$ cat src/rtl/float_pkg.sv
`default_nettype none
// ============================================================================
// Module      : float_pkg
// Description : Shared IEEE-754 single-precision constants and the output
//               record type for the fraction/float converters.
// Revision    : 1.0 - initial release
// ============================================================================
package float_pkg;

    localparam int EXP_BIAS   = 127;
    localparam int IEEE_EXP_W = 8;
    localparam int IEEE_MAN_W = 23;

    localparam logic [31:0] POS_INF = 32'h7F80_0000;
    localparam logic [31:0] NEG_INF = 32'hFF80_0000;

    typedef struct packed {
        logic [31:0] data;
        logic        ovf;
        logic        unf;
        logic        inexact;
    } out_word_t;

endpackage

`default_nettype wire

$ cat src/rtl/lzc.sv
`default_nettype none
// ============================================================================
// Module      : lzc
// Description : Combinational leading-one locator: index of the most
//               significant set bit plus an all-zero flag.
// Revision    : 1.0 - initial release
// ============================================================================
module lzc #(
    parameter int WIDTH = 24,
    parameter int POS_W = $clog2(WIDTH)
) (
    input  logic [WIDTH-1:0] i_vec,
    output logic [POS_W-1:0] o_pos,
    output logic             o_zero
);

    // Later iterations override earlier ones, so the highest set bit wins.
    always_comb begin
        o_pos = '0;
        for (int i = 0; i < WIDTH; i++) begin
            if (i_vec[i]) begin
                o_pos = i[POS_W-1:0];
            end
        end
    end

    assign o_zero = ~|i_vec;

endmodule

`default_nettype wire

$ cat src/rtl/frac_to_ieee754.sv
`default_nettype none
// ============================================================================
// Module      : frac_to_ieee754
// Description : Three-stage pipelined exponent+fraction to IEEE-754 single
//               converter with round-to-nearest-even and status flags.
// Revision    : 1.0 - initial release
// ============================================================================
module frac_to_ieee754
    import float_pkg::*;
#(
    parameter int WORD_LENGTH = 24
) (
    input  logic                   clk,
    input  logic                   rst_n,
    input  logic [WORD_LENGTH+7:0] in_data,
    input  logic                   in_valid,
    output logic                   in_ready,
    output logic [31:0]            out_data,
    output logic                   out_valid,
    input  logic                   out_ready,
    output logic                   out_ovf,
    output logic                   out_unf,
    output logic                   out_inexact
);

    localparam int c_pos_w = $clog2(WORD_LENGTH);
    localparam int c_ext_w = WORD_LENGTH + IEEE_MAN_W;
    localparam logic [c_pos_w-1:0]  c_top_idx  = c_pos_w'(WORD_LENGTH - 1);
    localparam logic signed [10:0]  c_frac_msb = 11'(WORD_LENGTH - 1);

    typedef struct packed {
        logic                   valid;
        logic                   sign;
        logic [WORD_LENGTH-1:0] mag;
        logic [IEEE_EXP_W-1:0]  exp;
    } st1_t;

    typedef struct packed {
        logic                   valid;
        logic                   sign;
        logic                   zero;
        logic [WORD_LENGTH-2:0] frac;
        logic signed [10:0]     exp;
    } st2_t;

    st1_t      st1_q, st1_d;
    st2_t      st2_q, st2_d;
    out_word_t out_q, out_d;
    logic      out_valid_q, out_valid_d;

    logic                     w_en;
    logic [WORD_LENGTH-1:0]   w_m;
    logic [c_pos_w-1:0]       w_pos;
    logic                     w_zero;
    logic [c_pos_w-1:0]       w_shift;
    logic signed [10:0]       w_exp2;
    logic [c_ext_w-1:0]       w_ext;
    logic [IEEE_MAN_W-1:0]    w_mant;
    logic                     w_guard;
    logic                     w_sticky;
    logic                     w_round_up;
    logic [IEEE_MAN_W:0]      w_mant_r;
    logic signed [10:0]       w_exp3;

    assign w_en     = !out_valid_q || out_ready;
    assign in_ready = w_en;
    assign w_m      = in_data[WORD_LENGTH-1:0];

    // Stage 1: sign/magnitude split; the most negative code maps to 2^(W-1).
    always_comb begin
        st1_d = st1_q;
        if (w_en) begin
            st1_d.valid = in_valid;
            st1_d.sign  = w_m[WORD_LENGTH-1];
            st1_d.mag   = w_m[WORD_LENGTH-1] ? (~w_m + WORD_LENGTH'(1)) : w_m;
            st1_d.exp   = in_data[WORD_LENGTH+7:WORD_LENGTH];
        end
    end

    lzc #(
        .WIDTH (WORD_LENGTH),
        .POS_W (c_pos_w)
    ) u_lzc (
        .i_vec  (st1_q.mag),
        .o_pos  (w_pos),
        .o_zero (w_zero)
    );

    // Stage 2: the leading one is shifted out, keeping only the bits below it.
    assign w_shift = c_top_idx - w_pos;
    assign w_exp2  = $signed({3'b000, st1_q.exp}) - c_frac_msb
                   + $signed({{(11 - c_pos_w){1'b0}}, w_pos});

    always_comb begin
        st2_d = st2_q;
        if (w_en) begin
            st2_d.valid = st1_q.valid;
            st2_d.sign  = st1_q.sign;
            st2_d.zero  = w_zero;
            st2_d.frac  = st1_q.mag[WORD_LENGTH-2:0] << w_shift;
            st2_d.exp   = w_exp2;
        end
    end

    // Stage 3: zero padding makes narrow fractions exact (guard/sticky = 0).
    assign w_ext      = {st2_q.frac, {(IEEE_MAN_W + 1){1'b0}}};
    assign w_mant     = w_ext[c_ext_w-1 -: IEEE_MAN_W];
    assign w_guard    = w_ext[c_ext_w-1-IEEE_MAN_W];
    assign w_sticky   = |w_ext[c_ext_w-2-IEEE_MAN_W:0];
    assign w_round_up = w_guard && (w_sticky || w_mant[0]);
    assign w_mant_r   = {1'b0, w_mant} + {{IEEE_MAN_W{1'b0}}, w_round_up};
    assign w_exp3     = st2_q.exp + (w_mant_r[IEEE_MAN_W] ? 11'sd1 : 11'sd0);

    always_comb begin
        out_d       = out_q;
        out_valid_d = out_valid_q;
        if (w_en) begin
            out_valid_d   = st2_q.valid;
            out_d.ovf     = 1'b0;
            out_d.unf     = 1'b0;
            out_d.inexact = 1'b0;
            if (st2_q.zero) begin
                out_d.data = 32'h0000_0000;
            end else if (w_exp3 >= 11'sd255) begin
                out_d.data    = st2_q.sign ? NEG_INF : POS_INF;
                out_d.ovf     = 1'b1;
                out_d.inexact = 1'b1;
            end else if (w_exp3 <= 11'sd0) begin
                out_d.data    = {st2_q.sign, 31'b0};
                out_d.unf     = 1'b1;
                out_d.inexact = 1'b1;
            end else begin
                out_d.data    = {st2_q.sign, w_exp3[IEEE_EXP_W-1:0],
                                 w_mant_r[IEEE_MAN_W-1:0]};
                out_d.inexact = w_guard || w_sticky;
            end
        end
    end

    always_ff @(posedge clk or negedge rst_n) begin
        if (!rst_n) begin
            st1_q       <= '0;
            st2_q       <= '0;
            out_q       <= '0;
            out_valid_q <= 1'b0;
        end else begin
            st1_q       <= st1_d;
            st2_q       <= st2_d;
            out_q       <= out_d;
            out_valid_q <= out_valid_d;
        end
    end

    assign out_data    = out_q.data;
    assign out_ovf     = out_q.ovf;
    assign out_unf     = out_q.unf;
    assign out_inexact = out_q.inexact;
    assign out_valid   = out_valid_q;

endmodule

`default_nettype wire

$ cat config.mk
export PLATFORM = sky130hd
export DESIGN_NAME = frac_to_ieee754
export DESIGN_NICKNAME = d
export VERILOG_FILES = /design/src/rtl/float_pkg.sv /design/src/rtl/lzc.sv /design/src/rtl/frac_to_ieee754.sv
export SDC_FILE = /design/constraint.sdc
export NUM_CORES = 1
export LEC_CHECK = 0
export ABC_AREA = 1
export BUFFER_PORTS_ARGS = -buffer_cell sky130_fd_sc_hd__buf_2
export CORE_AREA = 2 2 128 130
export CTS_CLUSTER_SIZE = 12
export DETAILED_ROUTE_END_ITERATION = 10
export DIE_AREA = 0 0 130 132
export GPL_ROUTABILITY_DRIVEN = 1
export PLACE_DENSITY = 0.61
export SLEW_MARGIN = 20
export SYNTH_ARGS = -nofsm -noshare
export SYNTH_HDL_FRONTEND = slang
export SYNTH_SLANG_ARGS = --single-unit
$ cat constraint.sdc
create_clock -name clk -period 3.85 [get_ports clk]
set_input_delay 0.1925 -clock clk [delete_from_list [all_inputs] [get_ports clk]]
set_output_delay 0.1925 -clock clk [all_outputs]
set_load 0.02 [all_outputs]
* Word-level counts from Yosys, hierarchy flattened
Index checks and enable logic that the tools add are counted.
** Storage, ports and cells
- Bits of input ports :: 36
- Register bits :: 107
- Output and inout bits :: 37
- Word-level logic and storage cells :: 59
** Cells by class
- Multiplexer cells :: 33
- $lt $le $gt $ge :: 2
- Shift-type cells :: 1
- Reductions and logical operators :: 4
- Bitwise logic cells :: 1
- Add/subtract/negate cells :: 4
** Operator list (count)
- $mux W32 :: 3
- $mux W5 :: 8
- $mux W4 :: 8
- $mux W31 :: 1
- $add A24 B1 Y24 const B :: 1
- $mux W24 :: 1
- $not A24 Y24 :: 1
- $reduce_or A24 Y1 :: 1
- $shl A23 B5 Y23 :: 1
- $mux W3 :: 5
- $ge A11 B9 Y1 const B :: 1
- $le A11 B1 Y1 const B :: 1
- $add A9 B6 Y10 :: 1
- $sub A8 B5 Y9 const B :: 1
- $mux W1 :: 5
- $sub A5 B5 Y5 const A :: 1
- $mux W2 :: 2
- $logic_not A1 Y1 :: 2
- $logic_or A1 B1 Y1 :: 1

* Longest topological paths before layout
Gate-level depths: netlist of the first run.
- Depth after elaboration :: 25
- Depth in mapped cells :: 38
- Gate-level depth less buffers :: 37

* Modules after synthesis
From an unflattened synthesis of the first run, not the netlist that was laid out.
** Unflattened totals
- Cells, all modules :: 911
- Area, all modules :: 6318.6 um^2
** By module, submodules not included
- frac_to_ieee754 :: cells an instance 838, seq. area each 2652.5 um^2, times used 1, area an instance 6023.3 um^2
- lzc :: cells an instance 73, seq. area each 0.0 um^2, times used 1, area an instance 295.3 um^2

* Least setup slack after synthesis of the first run
No wires, ideal clock.
- Path kind :: register to register
- From :: register st1_q[10] (netlist bit)
- To :: register st2_q[8] (netlist bit)
- Path slack :: 0.414 ns
- Library setup time :: 0.133 ns
- Data arrival time :: 3.303 ns
- Cell stages (with the launch flop) :: 39
- Data required time :: 3.717 ns
- Path buffers :: 1
- Period minus slack after synthesis :: 3.436 ns
- Path through :: dfrtp_1 -> inv_2 -> nand2_1 -> nand2_1 -> nand2_1 -> nand2_1 -> nand2_1 -> nand2_1 -> nand2_1 -> nand2_1 -> nand2_1 -> nand2_1 -> nand2_1 -> nand2_1 -> nand2_1 -> nand2_1 -> nand2_1 -> nand2_1 -> (+3 left out) -> nand2_4 -> nand2_4 -> buf_6 -> inv_2 -> ha_1 -> inv_1 -> fa_1 -> o31ai_1 -> inv_1 -> nor2_1 -> nor2_1 -> nor2_1 -> inv_1 -> nor2_1 -> inv_1 -> nor2_1 -> xnor2_1 -> o21ai_0
** Between the ends
- Word-level cells in the longest chain between the ends :: 23
** RTL lines
- start, declared :: line frac_to_ieee754.sv:46 : st1_t st1_q, st1_d;
- start signal, assigned :: line frac_to_ieee754.sv:147 : st1_q <= st1_d;
- $mux W2 (2 in series) :: line lzc.sv:21 : if (i_vec[i]) begin
- $mux W3 (4 in series) :: line lzc.sv:21
- $mux W4 (8 in series) :: line lzc.sv:21
- $mux W5 (8 in series) :: line lzc.sv:21
- $add A9 B6 Y10 :: line frac_to_ieee754.sv:92 : + $signed({{(11 - c_pos_w){1'b0}}, w_pos});
- end signal, assigned :: line frac_to_ieee754.sv:148 : st2_q <= st2_d;
- end, declared :: line frac_to_ieee754.sv:47 : st2_t st2_q, st2_d;
No other way between the ends.
A chain may end at the register's enable or synchronous reset.

* Final worst setup path of the first run
Ends and elaborated chain as after synthesis.

==> flow_summary.ini, run 1 <==
[clock_network]
cts-htree-levels = 3
ctsHoldBuffers = 0
cts-buffers-inserted = 9
post-cts-setup-buffers = 0
path_clk_slew_ps = 70
cts_tree = built
cts-root-buf = clkbuf_16
clock_latency_ps = 350
clock_sinks = 106
cts_max_path_buffers = 2

[route]
drc = 0
first_iter_violations = 291
num_vias = 5558
wl_mm = 14.99
wl_per_cell_um = 13.28
vias_per_cell = 4.923
dr.pass1.iters = 5
ant_nets = 0

[timing]
slew_violations = 0
setup_slack_ps = 344.3
finalHoldViolCount = 16
skew_ps = 7.862
tightest_slew_ps = 955.4
slew-limit-headroom_pct = 36.31
min_period_ps = 3506
hold_ws_ps = -44.24
fin_tns_setup_ps = 0
max_freq_mhz = 285.3
finalSetupViolCount = 0
fin_crit_sh_pct = 91.06
rsz0062_at_grt = no

[finish]
fin_nets = 953
area.growth.synth_to_final_pct = 13.87
antenna_cells = 0
drive_gt1_share_pct = 14.90
n_fill_cell = 1599

[synth]
synth_mux_area_share_pct = 0
synthCells = 848
synthSimpleGateAreaFrac_pct = 32.33
synthXorXnorAreaFrac_pct = 3.933
syn_area_per_cell_um2 = 7.352
ys.warnings.count = 0
synth_compound_area_share_pct = 10.74
synth_top_family_by_area = simple AND/OR/NAND/NOR gates
yosys_register_bits = 106
synth.distinct_cells = 41
synthesis.nets = 892
syn-cell-area_um2 = 6235
ys_seq_area_share_pct = 42.54
synthAdderAreaFrac_pct = 1.726

[grt]
gr-usage-met3_pct = 3.084
grt_usage_pct = 18.72
grt_pass1_vias = 5329
grt_max_degree = 75
gr-total-overflow = 0
grt_pass1_wl_mm = 25.89
busiest_layer = met1
grt_use_met1_pct = 27.76
grtUsageMet2_pct = 27.46
grt_antenna_before_repair = 0

[place]
port_buffers = 72
gp_congestion = 0.8814
hpwl_mm = 10.92
dp_slack_ps = 260.3

[die]
start_util_pct = 39.68
placementRows = 46
die_y_um = 132
die_w_um = 130
coreArea_um2 = 15710
top_level_ports = 73
die_area_um2 = 17160

[worst_setup_path]
critPathCaptureType = register
worst_setup_path_start_kind = register
worst_path_largest_cell_delay_ps = 400
path_max_fanout = 3
path_common_cell = nand2_1
crit_type = reg -> reg
worst_path_max_delay_cell = dfrtp_1
cp.required_ps = 4060
crit_arrival_ps = 3720

[outcome]
outcome = finished, violations left
violations = negative hold slack

[power_and_ir_drop]
pwr-share-comb_pct = 49.2
power_switching_mw = 2.439
ir_worst_vdd_mv = 0.2786
intPower_mw = 2.882
leakage_nw = 3.645
p_per_area_nw_per_um2 = 749.6
p_clk_share_pct = 16.4
sw_frac_of_total_pct = 45.84
total_power_mw = 5.322
seq_power_share_pct = 34.5

[flow_run]
cap_violations = 0

[worst_hold_path]
holdCritPathClass = in -> async
final timing paths:
path                       depth (start not counted)                   from                     to  slack [ps]
setup / recovery                                  37  st1_q[10]$_DFFE_PN0P_   st2_q[8]$_DFFE_PN0P_         340
hold / removal                                     1                  rst_n  st1_q[25]$_DFFE_PN0P_         -40
setup reg to reg                                  37  st1_q[10]$_DFFE_PN0P_   st2_q[8]$_DFFE_PN0P_         340
hold reg to reg                                    2  st2_q[36]$_DFFE_PN0P_  out_valid$_DFFE_PN0P_         460
max in group asynchronous                          2                  rst_n  w_mant[7]$_DFFE_PN0P_        3070
min in group clk                                   3               in_valid  st1_q[33]$_DFFE_PN0P_          30
area by class of cell:
cell class                 instances  area, um^2  area share, %
sequential                       106        2653          37.36
clock inverter                     5       42.54         0.5992
multi-input combinational        607        3055          43.04
tap                              216       270.3          3.807
clock buffer                      10       239.0          3.366
inverter                          99       371.6          5.234
timing repair buffer              86       467.9          6.591
critical path, delay by kind of cell (launching register included):
kind	cells	cell delay (ps)
xor gates and xnor gates	1	120
and+or+nand+nor	26	1560
AOI/OAI and AO/OA	2	360
adders and majority gates	2	510
buffers and inverters	6	410
DFF	1	400
what timing repair did:
| action | 4_1_cts | 5_1_grt |
|---|---|---|
| setup endpoints to repair | 0 | 1 |
| endpoints found under the hold margin | 0 | 0 |
| resized for setup | 0 | 3 |
sequential cells by signal, summed over array words and instances (netlist names):
name,count
st1_q,34
out_data,32
w_mant,23
st2_q,13
out_inexact,1
out_ovf,1
out_unf,1
out_valid,1
synth_stat cells (all sizes together):
master,count,area (um^2)
nor3b,1,12.51
o21a,1,7.510
nand4,3,18.77
o21bai,1,7.510
nand2,259,1005
a22o,1,8.760
nor4,2,12.51
clkinv,3,11.26
nand3,125,685.7
o31ai,5,37.54
fa,1,20.02
xnor2,8,70.07
a32o,8,80.08
ha,7,87.58
a21oi,17,92.59
o211ai,2,15.01
o41ai,3,26.28
nor3,12,70.07
a31oi,1,6.260
xor2,20,175.2
o22ai,7,43.79
or3,1,6.260
inv,96,360.3
o21ai,68,344.1
clkbuf,21,78.83
buf,15,93.83
dfrtp,106,2653
nor2,54,205.2
metal layers:
layer | vias up | part of all wire [%]
met2 | 133 | 43
met4 | 0 | 1.7
met3 | 22 | 3.8
met1 | 2534 | 51
met5 | - | 0
li1 | 2869 | -
power groups by stage:
stage	Clock, mW	Sequential (mW)	Combinational, mW
final	0.871	1.83	2.62
after global routing	0.944	1.90	2.99
after CTS	0.904	1.83	2.61
after detailed placement	0	1.85	2.60
after global placement	0	1.84	2.59
after floorplan	0	1.99	1.74
cells by family after synthesis:
logic type | after synthesis
buf+inv | 135
fa+ha+maj | 8
simple gates | 457
xor+xnor | 28
compound gates | 114
flops | 106
placed cells by master (no fill, tap or decap), types with 2 or more instances in the layout:
cell type,netlist,layout
nor3_2,2,2
clkinv_1,3,3
o21ai_1,5,5
a32o_1,8,8
nand2_4,2,2
a21oi_1,15,15
dfrtp_1,106,106
nand2_1,250,250
nor4_1,2,2
o21ai_0,62,62
buf_2,9,71
nand2_2,7,7
inv_2,3,3
xor2_1,20,20
nor2_2,1,2
xnor2_1,8,8
nand3_2,12,12
o31ai_1,5,4
nand3_1,113,113
o41ai_1,3,3
inv_1,93,93
ha_1,7,7
clkinv_2,0,2
nor2_1,53,51
o22ai_1,7,7
buf_4,2,15
nor3_1,10,10
o211ai_1,2,2
clkbuf_16,0,9
a21oi_2,2,2
nand4_1,3,3
metrics by stage:
stage | instance area [um^2] | utilization [%] | hold slack (ps) | cells
global route | 7099 | 45.18 | 26.43 | 1129
detailed placement | 6808 | 43.33 | 389.1 | 1114
finish | 7099 | 45.18 | -44.24 | 1129
global placement | 6808 | 43.33 | 391.1 | 1114
floorplan | 6235 | - | -103.1 | 848
CTS | 7089 | 45.12 | 6.296 | 1129
Note: power is estimated with default switching activity, not from simulation.
==> run 2, diff against run 1 <==
--- a/config.mk
+++ b/config.mk
@@ -12,7 +12,7 @@
 export DETAILED_ROUTE_END_ITERATION = 10
 export DIE_AREA = 0 0 130 132
 export GPL_ROUTABILITY_DRIVEN = 1
-export PLACE_DENSITY = 0.61
+export PLACE_DENSITY = 0.63
 export SLEW_MARGIN = 20
 export SYNTH_ARGS = -nofsm -noshare
 export SYNTH_HDL_FRONTEND = slang
==> constraint.sdc (replaced) <==
create_clock -name clk -period 3.2 [get_ports clk]
set_input_delay 0.16 -clock clk [delete_from_list [all_inputs] [get_ports clk]]
set_output_delay 0.16 -clock clk [all_outputs]
set_load 0.02 [all_outputs]
==> run 2 against run 1 <==
The run ends with negative setup slack left. Worst setup slack got worse by 360 ps. Global-route usage is essentially flat. Worst hold slack better by 50 ps. Cell count up 2.7%. Combinational power rose by 30%. Total power increased by 29%. Fmax is 9.2% higher. Count of clock-buffer cells in the layout is the same. Sequential cell count is the same. Design area grew 5.6%. First-iteration DRC count is 41% higher. Largest power group unchanged.
==> flow_summary.ini, run 2 (synthesis results as in run 1) <==
[outcome]
outcome = finished, violations left
violations = negative setup slack

[timing]
finalSetupViolCount = 1
min_period_ps = 3211
fin_tns_setup_ps = -11.13
tightest_slew_ps = 704.9
fin_crit_sh_pct = 100.3
max_freq_mhz = 311.4
rsz0062_at_grt = yes
skew_ps = 8.058
slew-limit-headroom_pct = 52.83
slew_violations = 0
setup_slack_ps = -11.13
finalHoldViolCount = 0
hold_ws_ps = 5.400

[grt]
grt_pass1_wl_mm = 25.89
grt_pass1_vias = 5265
grt_max_degree = 69
grt_antenna_before_repair = 0
grt_usage_pct = 18.76
gr-total-overflow = 0

[worst_hold_path]
hold_path_end = st1_q[31]$_DFFE_PN0P_
holdCritPathClass = in -> reg
holdPathStages = 2
min_from = in_data[22]

[power_and_ir_drop]
leakage_nw = 3.827
ir_worst_vdd_mv = 0.5116
total_power_mw = 6.880
p_per_area_nw_per_um2 = 918.1

[worst_setup_path]
path_max_fanout = 2
worst_path_max_delay_cell = dfrtp_1
critPathCaptureType = register
r2r_cells = 37
worst_setup_path_start_kind = register
crit_start = st1_q[10]$_DFFE_PN0P_
crit_type = reg -> reg
r2r_slack_ps = -10
crit_arrival_ps = 3440
r2r-end = st2_q[8]$_DFFE_PN0P_
path_common_cell = nand2_1
worst_path_largest_cell_delay_ps = 390
cp.required_ps = 3430
timing.rr.start = st1_q[10]$_DFFE_PN0P_

[route]
wl_per_cell_um = 13.21
vias_per_cell = 4.883
dr.pass1.iters = 5
first_iter_violations = 410
ant_nets = 0
drc = 0
wl_mm = 15.32
num_vias = 5664

[finish]
largest_reg_flops = 34
antenna_cells = 0
fin_nets = 984
drive_gt1_share_pct = 17.80
largest-register = st1_q
finalInstanceArea_um2 = 7493
post-route-util_pct = 47.69
final_common_cell = nand2_1
area.growth.synth_to_final_pct = 20.19
layout_common_cells = nand2_1 (250), nand3_1 (112), dfrtp_1 (106)
final_cells = 1160

[place]
placed_cells = 1129
dp_slack_ps = -140.4
port_buffers = 72
gp_congestion = 0.9204
hpwl_mm = 11.03
placed_area_um2 = 6940

[clock_network]
cts_tree = built
path_clk_slew_ps = 70
cts-buffers-inserted = 9
cts-htree-levels = 3
clock_sinks = 106
cts-root-buf = clkbuf_16
clock_latency_ps = 360
cts_max_path_buffers = 2

[die]
start_util_pct = 39.68
coreArea_um2 = 15710
top_level_ports = 73
die_w_um = 130
placementRows = 46
die_area_um2 = 17160
die_y_um = 132

[flow_run]
cap_violations = 0
run 2: area by class of cell:
class                      instances  area [um^2]
clock buffer                      10        229.0
multi-input combinational        607         3117
clock inverter                     5        115.1
fill                            1607         8219
timing repair buffer             117        735.7
inverter                          99        374.1
sequential                       106         2653
tap                              216        270.3
run 2: worst max-delay path by stage:
| stage | to | cells after the start | slack, ps |
|---|---|---|---|
| 5_1_grt | st2_q[8]$_DFFE_PN0P_ | 37 | -300 |
| 3_3_place_gp | st2_q[8]$_DFFE_PN0P_ | 37 | -100 |
| 3_5_place_dp | st2_q[8]$_DFFE_PN0P_ | 37 | -140 |
| 2_1_floorplan | st2_q[8]$_DFFE_PN0P_ | 38 | -100 |
| 4_1_cts | st2_q[8]$_DFFE_PN0P_ | 37 | -100 |
| 6_report | st2_q[8]$_DFFE_PN0P_ | 37 | -10 |
run 2: metal layers:
metal	vias up	wire length, um	GRT usage [%]
met1	2564	7846	27.90
met2	146	6570	27.72
met3	18	709	3.369
li1	2936	-	-
met4	0	197	5.675
met5	-	0	0
run 2: timing repair:
item / CTS / global route
pin swaps: 0 / 12
endpoints found under the hold margin: 46 / 0
endpoints found under the setup margin: 1 / 5
setup buffers: 0 / 7
hold buffers: 9 / 0
gates resized for setup: 2 / 18
run 2: worst max-delay path: cells and delay by family, from the launching register on:
family,cells,cell delay (ps)
AND/OR/NAND/NOR,26,1480
adder cells (fa/ha/maj),2,480
flip-flops,1,390
buffers and inverters,6,350
AO/OA/AOI/OAI,2,260
XOR/XNOR,1,120
run 2: where the power goes:
group | leakage [nW] | switching, mW | internal, mW
Combinational | 2.36 | 2.18 | 1.22
Clock | 0.166 | 0.514 | 0.769
Sequential | 1.30 | 0.329 | 1.86
Total | 3.83 | 3.03 | 3.85
